## src/rtl/sc_lane_pkg.sv

```systemverilog
// Shared types and codes for the lane scroll controller.
// Optional pause support is built only with SC_LANE_SCROLL_CTRL_PAUSE_EN.
package sc_lane_pkg;

   typedef enum logic [2:0] {
      ST_IDLE  = 3'd0,
      ST_CLEAR = 3'd1,
      ST_LOAD  = 3'd2,
      ST_RUN   = 3'd3
`ifdef SC_LANE_SCROLL_CTRL_PAUSE_EN
      ,
      ST_PAUSE = 3'd4
`endif
   } state_e;

   localparam logic [1:0] SHIFT_HOLD  = 2'b00;
   localparam logic [1:0] SHIFT_LEFT  = 2'b01;
   localparam logic [1:0] SHIFT_RIGHT = 2'b10;

   localparam logic [1:0] LVL1 = 2'd0;
   localparam logic [1:0] LVL2 = 2'd1;
   localparam logic [1:0] LVL3 = 2'd2;
   localparam logic [1:0] LVL4 = 2'd3;

endpackage

```

## src/rtl/sc_lane_tick_prescaler.sv

```systemverilog
// Free-running 0..period-1 counter with a terminal-count tick.
// clr has priority over en; a period of 1 ticks on every enabled cycle.
module sc_lane_tick_prescaler #(
   parameter int CW = 32
) (
   input  logic          clk,
   input  logic          rst,
   input  logic [CW-1:0] period,
   input  logic          en,
   input  logic          clr,
   output logic          tick
);

   logic [CW-1:0] count_q;
   logic [CW-1:0] count_d;
   logic          term;

   // terminal count: count+1 reaches the period
   always_comb begin
      term    = ({1'b0, count_q} + {{CW{1'b0}}, 1'b1}) >= {1'b0, period};
      tick    = en && term;
      count_d = count_q;
      if (clr) begin
         count_d = '0;
      end else if (en) begin
         count_d = term ? '0 : count_q + 1'b1;
      end
   end

   // counter register
   always_ff @(posedge clk) begin
      if (rst) count_q <= '0;
      else     count_q <= count_d;
   end

endmodule

```

## src/rtl/sc_lane_scroll_ctrl.sv

```systemverilog
// Lane scroll controller: start/clear/load sequencing and timed shifts.
// Define SC_LANE_SCROLL_CTRL_PAUSE_EN to build the PAUSE state.
module sc_lane_scroll_ctrl
   import sc_lane_pkg::*;
#(
   parameter int DATAWIDTH = 8,
   parameter int PERIOD_L1 = 25000000,
   parameter int PERIOD_L2 = 12500000,
   parameter int PERIOD_L3 = 6250000,
   parameter int PERIOD_L4 = 3125000,
   parameter bit DIR_RIGHT = 1'b0
) (
   input  logic                         SC_LaneScrollCtrl_CLOCK_50,
   input  logic                         SC_LaneScrollCtrl_RESET_InHigh,
   input  logic                         SC_LaneScrollCtrl_start_InLow,
   input  logic                         SC_LaneScrollCtrl_stop_InLow,
   input  logic                         SC_LaneScrollCtrl_levelup_InLow,
   input  logic [1:0]                   SC_LaneScrollCtrl_level_In,
   input  logic                         SC_LaneScrollCtrl_pause_InHigh,
   output logic                         SC_LaneScrollCtrl_clear_OutLow,
   output logic                         SC_LaneScrollCtrl_load_OutLow,
   output logic [1:0]                   SC_LaneScrollCtrl_transition_selector_Out,
   output logic [1:0]                   SC_LaneScrollCtrl_shiftselection_Out,
   output logic [$clog2(DATAWIDTH)-1:0] SC_LaneScrollCtrl_pos_Out,
   output logic                         SC_LaneScrollCtrl_running_Out
);

   localparam int PW = $clog2(DATAWIDTH);
   localparam logic [1:0] DIR_CODE = DIR_RIGHT ? SHIFT_RIGHT : SHIFT_LEFT;

   logic clk;
   logic rst;
   logic start;
   logic stop;
   logic lvl_up;
   logic pause_req;
   logic in_pause;

   state_e        state_q;
   state_e        state_d;
   logic [1:0]    level_q;
   logic [1:0]    level_d;
   logic [PW-1:0] pos_q;
   logic [PW-1:0] pos_d;
   logic [31:0]   period;
   logic          ps_en;
   logic          ps_clr;
   logic          tick;
   logic          lvl_take;

   assign clk    = SC_LaneScrollCtrl_CLOCK_50;
   assign rst    = SC_LaneScrollCtrl_RESET_InHigh;
   assign start  = !SC_LaneScrollCtrl_start_InLow;
   assign stop   = !SC_LaneScrollCtrl_stop_InLow;
   assign lvl_up = !SC_LaneScrollCtrl_levelup_InLow;

`ifdef SC_LANE_SCROLL_CTRL_PAUSE_EN
   assign pause_req = SC_LaneScrollCtrl_pause_InHigh;
   assign in_pause  = (state_q == ST_PAUSE);
`else
   logic unused_pause;
   assign unused_pause = SC_LaneScrollCtrl_pause_InHigh;
   assign pause_req    = 1'b0;
   assign in_pause     = 1'b0;
`endif

   // state register
   always_ff @(posedge clk) begin
      if (rst) state_q <= ST_IDLE;
      else     state_q <= state_d;
   end

   // next-state: stop beats levelup, levelup beats pause
   always_comb begin
      state_d = state_q;
      unique case (state_q)
         ST_IDLE:  if (start) state_d = ST_CLEAR;
         ST_CLEAR: state_d = stop ? ST_IDLE : ST_LOAD;
         ST_LOAD:  state_d = stop ? ST_IDLE : ST_RUN;
         ST_RUN: begin
            if (stop)           state_d = ST_IDLE;
            else if (lvl_up)    state_d = ST_LOAD;
`ifdef SC_LANE_SCROLL_CTRL_PAUSE_EN
            else if (pause_req) state_d = ST_PAUSE;
`endif
         end
`ifdef SC_LANE_SCROLL_CTRL_PAUSE_EN
         ST_PAUSE: begin
            if (stop)            state_d = ST_IDLE;
            else if (lvl_up)     state_d = ST_LOAD;
            else if (!pause_req) state_d = ST_RUN;
         end
`endif
         default:  state_d = ST_IDLE;
      endcase
   end

   // outputs decoded from the current state
   always_comb begin
      SC_LaneScrollCtrl_clear_OutLow            = (state_q != ST_CLEAR);
      SC_LaneScrollCtrl_load_OutLow             = (state_q != ST_LOAD);
      SC_LaneScrollCtrl_transition_selector_Out = level_q;
      SC_LaneScrollCtrl_shiftselection_Out      = tick ? DIR_CODE : SHIFT_HOLD;
      SC_LaneScrollCtrl_pos_Out                 = pos_q;
      SC_LaneScrollCtrl_running_Out             = (state_q == ST_RUN) || in_pause;
   end

   // level latch, period select, prescaler control and position
   always_comb begin
      lvl_take = ((state_q == ST_IDLE) && start) ||
                 (((state_q == ST_RUN) || in_pause) && !stop && lvl_up);
      level_d  = lvl_take ? SC_LaneScrollCtrl_level_In : level_q;
      unique case (level_q)
         LVL1:    period = 32'(PERIOD_L1);
         LVL2:    period = 32'(PERIOD_L2);
         LVL3:    period = 32'(PERIOD_L3);
         LVL4:    period = 32'(PERIOD_L4);
         default: period = 32'(PERIOD_L1);
      endcase
      ps_en  = (state_q == ST_RUN) && !stop && !lvl_up && !rst;
      ps_clr = (state_d == ST_CLEAR) || (state_d == ST_LOAD);
      pos_d  = pos_q;
      if (ps_clr) begin
         pos_d = '0;
      end else if (tick) begin
         pos_d = (pos_q == PW'(DATAWIDTH - 1)) ? '0 : pos_q + 1'b1;
      end
   end

   // level and position registers
   always_ff @(posedge clk) begin
      if (rst) begin
         level_q <= LVL1;
         pos_q   <= '0;
      end else begin
         level_q <= level_d;
         pos_q   <= pos_d;
      end
   end

   sc_lane_tick_prescaler #(
      .CW(32)
   ) u_prescaler (
      .clk    (clk),
      .rst    (rst),
      .period (period),
      .en     (ps_en),
      .clr    (ps_clr),
      .tick   (tick)
   );

endmodule
```

## config.mk

```make
export PLATFORM = sky130hd
export DESIGN_NAME = sc_lane_scroll_ctrl
export DESIGN_NICKNAME = d
export VERILOG_FILES = /design/src/rtl/sc_lane_pkg.sv /design/src/rtl/sc_lane_tick_prescaler.sv /design/src/rtl/sc_lane_scroll_ctrl.sv
export SDC_FILE = /design/constraint.sdc
export NUM_CORES = 1
export LEC_CHECK = 0
export ABC_AREA = 1
export ABC_CLOCK_PERIOD_IN_PS = 5020
export BUFFER_PORTS_ARGS = -buffer_cell sky130_fd_sc_hd__clkbuf_2
export CAP_MARGIN = 40
export CORE_UTILIZATION = 35
export CTS_CLUSTER_DIAMETER = 80
export CTS_CLUSTER_SIZE = 28
export DETAILED_ROUTE_END_ITERATION = 8
export SKIP_CTS_REPAIR_TIMING = 1
export SYNTH_ARGS = -nofsm -noshare
export SYNTH_HDL_FRONTEND = slang
export SYNTH_SLANG_ARGS = --single-unit
```

## constraint.sdc

```tcl
create_clock -name SC_LaneScrollCtrl_CLOCK_50 -period 5.02 [get_ports SC_LaneScrollCtrl_CLOCK_50]
set_clock_uncertainty 0.15 [all_clocks]
set_input_delay 1.004 -clock SC_LaneScrollCtrl_CLOCK_50 [delete_from_list [all_inputs] [get_ports SC_LaneScrollCtrl_CLOCK_50]]
set_output_delay 1.004 -clock SC_LaneScrollCtrl_CLOCK_50 [all_outputs]
set_load 0.05 [all_outputs]
```

==> out/results.ini, run 1 <==
[outcome]
outcome = completed

[clock_network]
clkTransAtPathRegs_ns = 0.08
cts_root_buffer = clkbuf_8
clkSinkCount = 40
cts_max_level = 2
cts_made_buffers = 5
clk-insertion-delay-late_ns = 0.30
clk_path_buf_depth = 2
cts_tree = yes

[die]
coreArea_um2 = 8720
io_pins = 18
die_y_um = 97.0
fp-row-count = 34
die_area_um2 = 9420
start_util_pct = 36.3
die_w_um = 97.0

[critical_path]
reg2reg_slack_ns = 1.11
r2r_cells = 21
crit_path_end_kind = primary output
critPathMaxFanout = 4
crit_required_ns = 3.87
crit_chain = ha_1, nand2_1, nor2_4, nand2_2, nor2_4, nand2_1, nor2_4, xor2_2, inv_1, ha_1, nand4_1, nor3_2, nand2_1, nor2_1, nand3_1, nand2_2, nor2_8, a21oi_4, buf_6
cp_slowest_cell = dfxtp_1
r2r_end = SC_LaneScrollCtrl_pos_Out[0]
cp-startpoint = u_prescaler.count_q[1]
slowest_delay_ns = 0.38
crit_arrival_ns = 3.57
cp-endpoint = SC_LaneScrollCtrl_shiftselection_Out[0]
startpoint_type = register
path_class = register to primary output
reg2reg_from = u_prescaler.count_q[1]

[drt]
post_drt_via_cell_ratio = 4.88
first_pass_iters = 4
drcViolationCount = 0
drt_iter0_drc = 156
wirelength_mm = 7.98
vias = 3072
detail-route-antenna-nets = 0
wl_per_cell_um = 12.7

[place]
gp_congestion = 0.879
dp_hpwl_mm = 6.17
pre_cts_slack_ns = 0.348
port_buffers = 15

[timing]
worstMarginPinSlew_ns = 0.636
slew_headroom_pct = 57.5
maxSlewViolCount = 0
finalHoldViolCount = 0
whs_ns = 0.338
period_share_pct = 94.1
fin_ws_ns = 0.295
fmaxAchievable_mhz = 212
rsz0062_at_grt = no
setup_viol = 0
timing.final.crit_period_ns = 4.73

[flow_run]
max-cap-violations = 0

[synthesis]
synth_area_um2 = 3160
synthArstFlopShare_pct = 0
yosys.area_share.simple_pct = 42.5
synth_compound_area_share_pct = 7.87
synth-edff-count = 0
synth_top_family_by_area = simple AND/OR/NAND/NOR gates
synthMuxAreaShare_pct = 0
yosysWarnings = 0
synthXorXnorAreaFrac_pct = 5.26
seq_area_frac_synth_pct = 25.3
synth.avg_cell_area_um2 = 6.25
synth-main-ff-cell = dfxtp_1
yosys.area_share.adder_pct = 8.31
synth_cells = 506
ys_types = 32
ys_seq_elements = 40

[layout]
regArea_um2 = 801
fillers = 943
layout-drive-gt1-share_pct = 10.9
fin_nets = 549
antenna_cells = 0
multi_input_area_um2 = 2060
area_growth_syn_to_layout_pct = 10.6

[global_route]
grt_antenna_before_repair = 0
grt.total_usage_pct = 17.6
grt_max_degree = 38
grt_pass1_wl_mm = 13.4
first_global_vias = 2857
grt_overflow = 0

[power_and_ir_drop]
p_leak_uw = 0.00146
power_density_nw_per_um2 = 183
peakVddDrop_uv = 99.5

[hold_path]
hold_path_class = register to register

-- per-layer routing --
layer	share of wire [%]	global-route usage (%)
met1	47	23.5
met2	48	29.5
met3	3.9	2.46
met4	1.6	5.28
met5	0	0
-- registers in the layout (all words and copies together), names as in the netlist --
register,flops
u_prescaler.count_q,32
SC_LaneScrollCtrl_pos_Out,3
state_q,3
SC_LaneScrollCtrl_transition_selector_Out,2
-- report_power, final --
part	leakage [uW]	total (uW)	internal, uW	switching (uW)
logic	0.00109	47.7	14.4	33.3
clock network	0.0000541	272	147	124
registers	0.000323	321	319	2.54
-- area by class of cell --
class                      count  area share [%]
inverter                      67            7.19
clock buffer                   5            1.97
timing repair buffer          21            3.83
clock inverter                 3            1.22
tap                          108            3.86
sequential                    40            22.9
multi-input combinational    385            59.0
-- kinds of logic after synthesis --
kind of cell    Yosys count
xor+xnor                 19
flops                    40
other cells               1
buf+inv                  82
compound gates           47
simple gates            296
fa+ha+maj                21
-- cells in the final DEF, fill, tap and decap left out, types with 2 or more instances in the layout --
master,synthesis,routed
a21oi_1,36,35
and2_1,2,2
buf_4,2,5
clkbuf_2,0,14
clkbuf_8,0,5
conb_1,1,2
dfxtp_1,40,40
ha_1,21,21
inv_1,66,66
nand2_1,130,130
nand2_2,7,7
nand3_1,40,40
nand3b_1,13,13
nand4_1,8,8
nor2_1,66,64
nor2_2,6,7
nor2_4,3,4
nor3_1,15,14
nor3_2,1,2
o21ai_0,6,6
o21bai_1,2,2
or2_2,2,2
xnor2_1,8,8
xor2_1,11,10
-- how the worst min path moves through the flow --
stage          slack [ns]  depth (start not counted)                     from                      end
6_report             0.34                          2  u_prescaler.count_q[27]  u_prescaler.count_q[27]
5_1_grt              0.38                          2  u_prescaler.count_q[29]  u_prescaler.count_q[29]
4_1_cts              0.34                          2   u_prescaler.count_q[3]   u_prescaler.count_q[3]
3_5_place_dp         0.33                          2   u_prescaler.count_q[3]   u_prescaler.count_q[3]
3_3_place_gp         0.32                          2   u_prescaler.count_q[3]   u_prescaler.count_q[3]
2_1_floorplan        0.30                          2  u_prescaler.count_q[27]  u_prescaler.count_q[27]
-- synthesized netlist by cell type, types with 2 or more instances --
cell,instances,share of area (%)
xor2_1,11,3.0
xnor2_1,8,2.2
nor2_1,66,7.8
or2_2,2,0.40
buf_4,2,0.47
nand2_1,130,15
nand3b_1,13,3.1
buf_2,3,0.47
nand3_1,40,6.3
dfxtp_1,40,25
o21bai_1,2,0.47
and2_1,2,0.40
ha_1,21,8.3
o21ai_0,6,0.95
nand4_1,8,1.6
a21oi_1,36,5.7
nor2_2,6,1.2
buf_6,2,0.71
clkbuf_1,8,0.95
nor3_1,15,2.4
inv_1,66,7.8
nor2_4,3,1.1
nand2_2,7,1.4
-- stage by stage --
| stage | power, uW | cells | instance area (um2) | util, % | setup TNS (ns) |
|---|---|---|---|---|---|
| after floorplan | 363 | 507 | 3170 | - | 0 |
| after global placement | 374 | 618 | 3320 | 38.0 | 0 |
| after detailed placement | 377 | 619 | 3330 | 38.2 | 0 |
| after CTS | 648 | 627 | 3440 | 39.5 | -0.00457 |
| after global routing | 672 | 629 | 3500 | 40.1 | 0 |
| final | 641 | 629 | 3500 | 40.1 | 0 |
-- worst max-delay path: cells and delay by family, from the launching register on --
| kind | cells | cell delay [ns] |
|---|---|---|
| and+or+nand+nor | 13 | 1.75 |
| DFF | 1 | 0.38 |
| buffers and inverters | 2 | 0.26 |
| xor gates and xnor gates | 1 | 0.21 |
| adders and majority gates | 2 | 0.49 |
| AOI/OAI and AO/OA | 1 | 0.15 |
(Power assumes the default switching activity.)
==> run 2, diff against run 1 <==
--- a/config.mk
+++ b/config.mk
@@ -5,14 +5,14 @@
 export SDC_FILE = /design/constraint.sdc
 export NUM_CORES = 1
 export LEC_CHECK = 0
-export ABC_AREA = 1
 export ABC_CLOCK_PERIOD_IN_PS = 5020
 export BUFFER_PORTS_ARGS = -buffer_cell sky130_fd_sc_hd__clkbuf_2
 export CAP_MARGIN = 40
-export CORE_UTILIZATION = 35
+export CORE_UTILIZATION = 55
 export CTS_CLUSTER_DIAMETER = 80
 export CTS_CLUSTER_SIZE = 28
 export DETAILED_ROUTE_END_ITERATION = 8
+export PLACE_DENSITY = 0.73
 export SKIP_CTS_REPAIR_TIMING = 1
 export SYNTH_ARGS = -nofsm -noshare
 export SYNTH_HDL_FRONTEND = slang
==> run 2 against run 1 <==
Compared with the run above: fmax is 0.72% lower; critical path depth is 6 lower; clock power is 14% lower; largest power group unchanged; highest routed layer unchanged.
==> out/results.ini, run 2 <==
[power_and_ir_drop]
clkPwrFrac_pct = 39.5  ; -2.9 points
power_density_nw_per_um2 = 190  ; +3.6%
p_leak_uw = 0.00129  ; -12%
p_comb_share_pct = 6.3  ; -1.1 points
power.internal_uw = 453  ; -5.8%
p_sw_uw = 141  ; -12%
swShare_pct = 23.7  ; -1.3 points
seqPwrFrac_pct = 54.2  ; +4.0 points
peakVddDrop_uv = 114  ; +14%

[timing]
setup_tns_ns = 0  ; unchanged
period_share_pct = 94.8  ; +0.69 points
finalHoldViolCount = 0  ; unchanged
maxSlewViolCount = 0  ; unchanged
timing.final.crit_period_ns = 4.76  ; +0.0345 ns
slew_headroom_pct = 65.4  ; +7.9 points
whs_ns = 0.338  ; -0.000531 ns
fin_ws_ns = 0.260  ; -0.0345 ns
setup_viol = 0  ; unchanged
worstMarginPinSlew_ns = 0.519  ; -0.117 ns
fmaxAchievable_mhz = 210  ; -0.72%

[clock_network]
clk_path_buf_depth = 2  ; unchanged
clkSinkCount = 40  ; unchanged
cts_made_buffers = 5  ; unchanged
clkTransAtPathRegs_ns = 0.07  ; about the same
cts_tree = yes
cts_max_level = 2  ; unchanged
cts_root_buffer = clkbuf_8
clk-insertion-delay-late_ns = 0.30  ; about the same

[drt]
detail-route-antenna-nets = 0  ; unchanged
post_drt_via_cell_ratio = 5.91  ; +21%
first_pass_iters = 4  ; unchanged
drt_iter0_drc = 163  ; +4.5%
wirelength_mm = 6.47  ; -19%
vias = 2670  ; -13%
wl_per_cell_um = 14.3  ; +13%
drcViolationCount = 0  ; unchanged

[critical_path]
critPathMaxFanout = 7  ; +3
r2r_cells = 15  ; -29%
startpoint_type = register
crit_required_ns = 3.87  ; about the same
crit_path_end_kind = primary output
path_class = register to primary output
crit_arrival_ns = 3.61  ; +0.04 ns

[layout]
fin_nets = 411  ; -25%
final_cell_mix = nand2_1 (54), dfxtp_1 (38), nand3_1 (25)
fillers = 485  ; -49%
final_cell_area_um2 = 3130  ; -11%
antenna_cells = 0  ; unchanged
utilization_pct = 61.6  ; +21 points
multi_input_area_um2 = 1940  ; -6.2%
mostFrequentLayoutCell = nand2_1
layout-drive-gt1-share_pct = 13.6  ; +2.7 points
largest_reg_flops = 32  ; unchanged
regMostFlops = u_prescaler.count_q
area_growth_syn_to_layout_pct = 8.00
regArea_um2 = 803  ; +0.31%

[die]
die_w_um = 74.5  ; -23%
start_util_pct = 57.0  ; +21 points
die_area_um2 = 5560  ; -41%
die_y_um = 74.5  ; -23%
coreArea_um2 = 5070  ; -42%
fp-row-count = 26  ; -24%
io_pins = 18  ; unchanged

[synthesis]
synth_most_common_cell = nand2_1
synth_top_area_share_pct = 27.7  ; +2.3 points
synth.avg_cell_area_um2 = 7.66  ; +23%
synth_top_area_cell = dfxtp_1
synth-main-ff-cell = dfxtp_1
seq_area_frac_synth_pct = 27.7  ; +2.3 points
synth_cells = 378  ; -25%
yosysWarnings = 0  ; unchanged
synthArstFlopShare_pct = 0  ; unchanged
synth_area_leaders = dfxtp_1 (28%), ha_1 (9.1%), nand2_1 (7.0%), nand3_1 (4.5%), and3_1 (4.3%)
synth_area_um2 = 2890  ; -8.5%
ys_types = 53  ; +66%
ys_seq_elements = 40  ; unchanged
synth_commonest_cells = nand2_1 (54), dfxtp_1 (40), nand3_1 (26)
synth-edff-count = 0  ; unchanged

[global_route]
grt_max_degree = 49  ; +29%
grt_overflow = 0  ; unchanged
first_global_vias = 2132  ; -25%
grt_pass1_wl_mm = 10.1  ; -25%
grt_antenna_before_repair = 0  ; unchanged
grt.total_usage_pct = 23.6  ; +5.9 points

[place]
gp_congestion = 0.836  ; -4.9%
dp_hpwl_mm = 4.38  ; -29%
pre_cts_slack_ns = 0.378  ; +0.0294 ns
port_buffers = 15  ; unchanged
placed_area_um2 = 2980  ; -11%

[outcome]
outcome = completed

[hold_path]
hold_depth = 2  ; unchanged
hold_path_class = register to register

[flow_run]
max-cap-violations = 0  ; unchanged

run 2: cell types whose count changed after synthesis, sizes merged, moves of 12 or more:
cell / delta
nor2: -53
nand2: -82
o211ai: +13
and3: +20
a21oi: -12
inv: -56
nand3: -13
nand3b: -13
run 2: power by group through the flow:
stage	registers [uW]	logic, uW	clock network [uW]
after floorplan	330	27.0	0
final	322	37.4	234
after global placement	329	35.3	0
after CTS	322	37.6	239
after global routing	322	41.5	250
after detailed placement	329	37.2	0
run 2: stage by stage:
stage | instances | total power, uW
floorplan | 379 | 357
global placement | 441 | 364
detailed placement | 442 | 366
CTS | 449 | 598
global route | 452 | 613
finish | 452 | 593
run 2: final cells by class:
class,instances,share of cell area [%]
multi-input combinational,298,62.0
sequential,40,25.7
timing repair buffer,26,5.12
clock buffer,7,3.08
tap,70,2.80
inverter,11,1.32
run 2: critical path, stage by stage, from the launching register on:
cell	delay [ns]
dfxtp_1	0.45
nand3_1	0.16
or2_1	0.36
nor3_4	0.27
nand3_1	0.12
xnor2_1	0.17
ha_1	0.28
nand3_1	0.06
nor2_1	0.14
o211ai_1	0.11
o311a_1	0.36
a2111o_1	0.40
a21oi_2	0.18
clkbuf_4	0.25
run 2: routing by layer:
| layer | vias up | wire length, um | track usage, % |
|---|---|---|---|
| met5 | - | 0 | 0 |
| met3 | 9 | 300 | 4.07 |
| met4 | 0 | 99 | 8.39 |
| met2 | 66 | 2990 | 37.7 |
| li1 | 1357 | - | - |
| met1 | 1238 | 3080 | 31.9 |
run 2: final timing paths:
kind / startpoint / to / slack (ns)
hold / removal: SC_LaneScrollCtrl_pos_Out[1] / SC_LaneScrollCtrl_pos_Out[1] / 0.34
setup reg to reg: u_prescaler.count_q[8] / u_prescaler.count_q[6] / 1.08
hold reg to reg: SC_LaneScrollCtrl_pos_Out[1] / SC_LaneScrollCtrl_pos_Out[1] / 0.34
setup / recovery: u_prescaler.count_q[2] / SC_LaneScrollCtrl_shiftselection_Out[0] / 0.26
run 2: cell families (layout without fill, tap and decap cells):
family	after synthesis	after routing	synth area share, %
and+or+nand+nor	187	187	34.2
other	1	2	0.130
buffers and inverters	41	44	6.70
muxes	6	6	2.08
xor gates and xnor gates	22	22	6.66
adders and majority gates	21	21	9.08
DFF	40	40	27.7
AOI/OAI and AO/OA	60	60	13.4
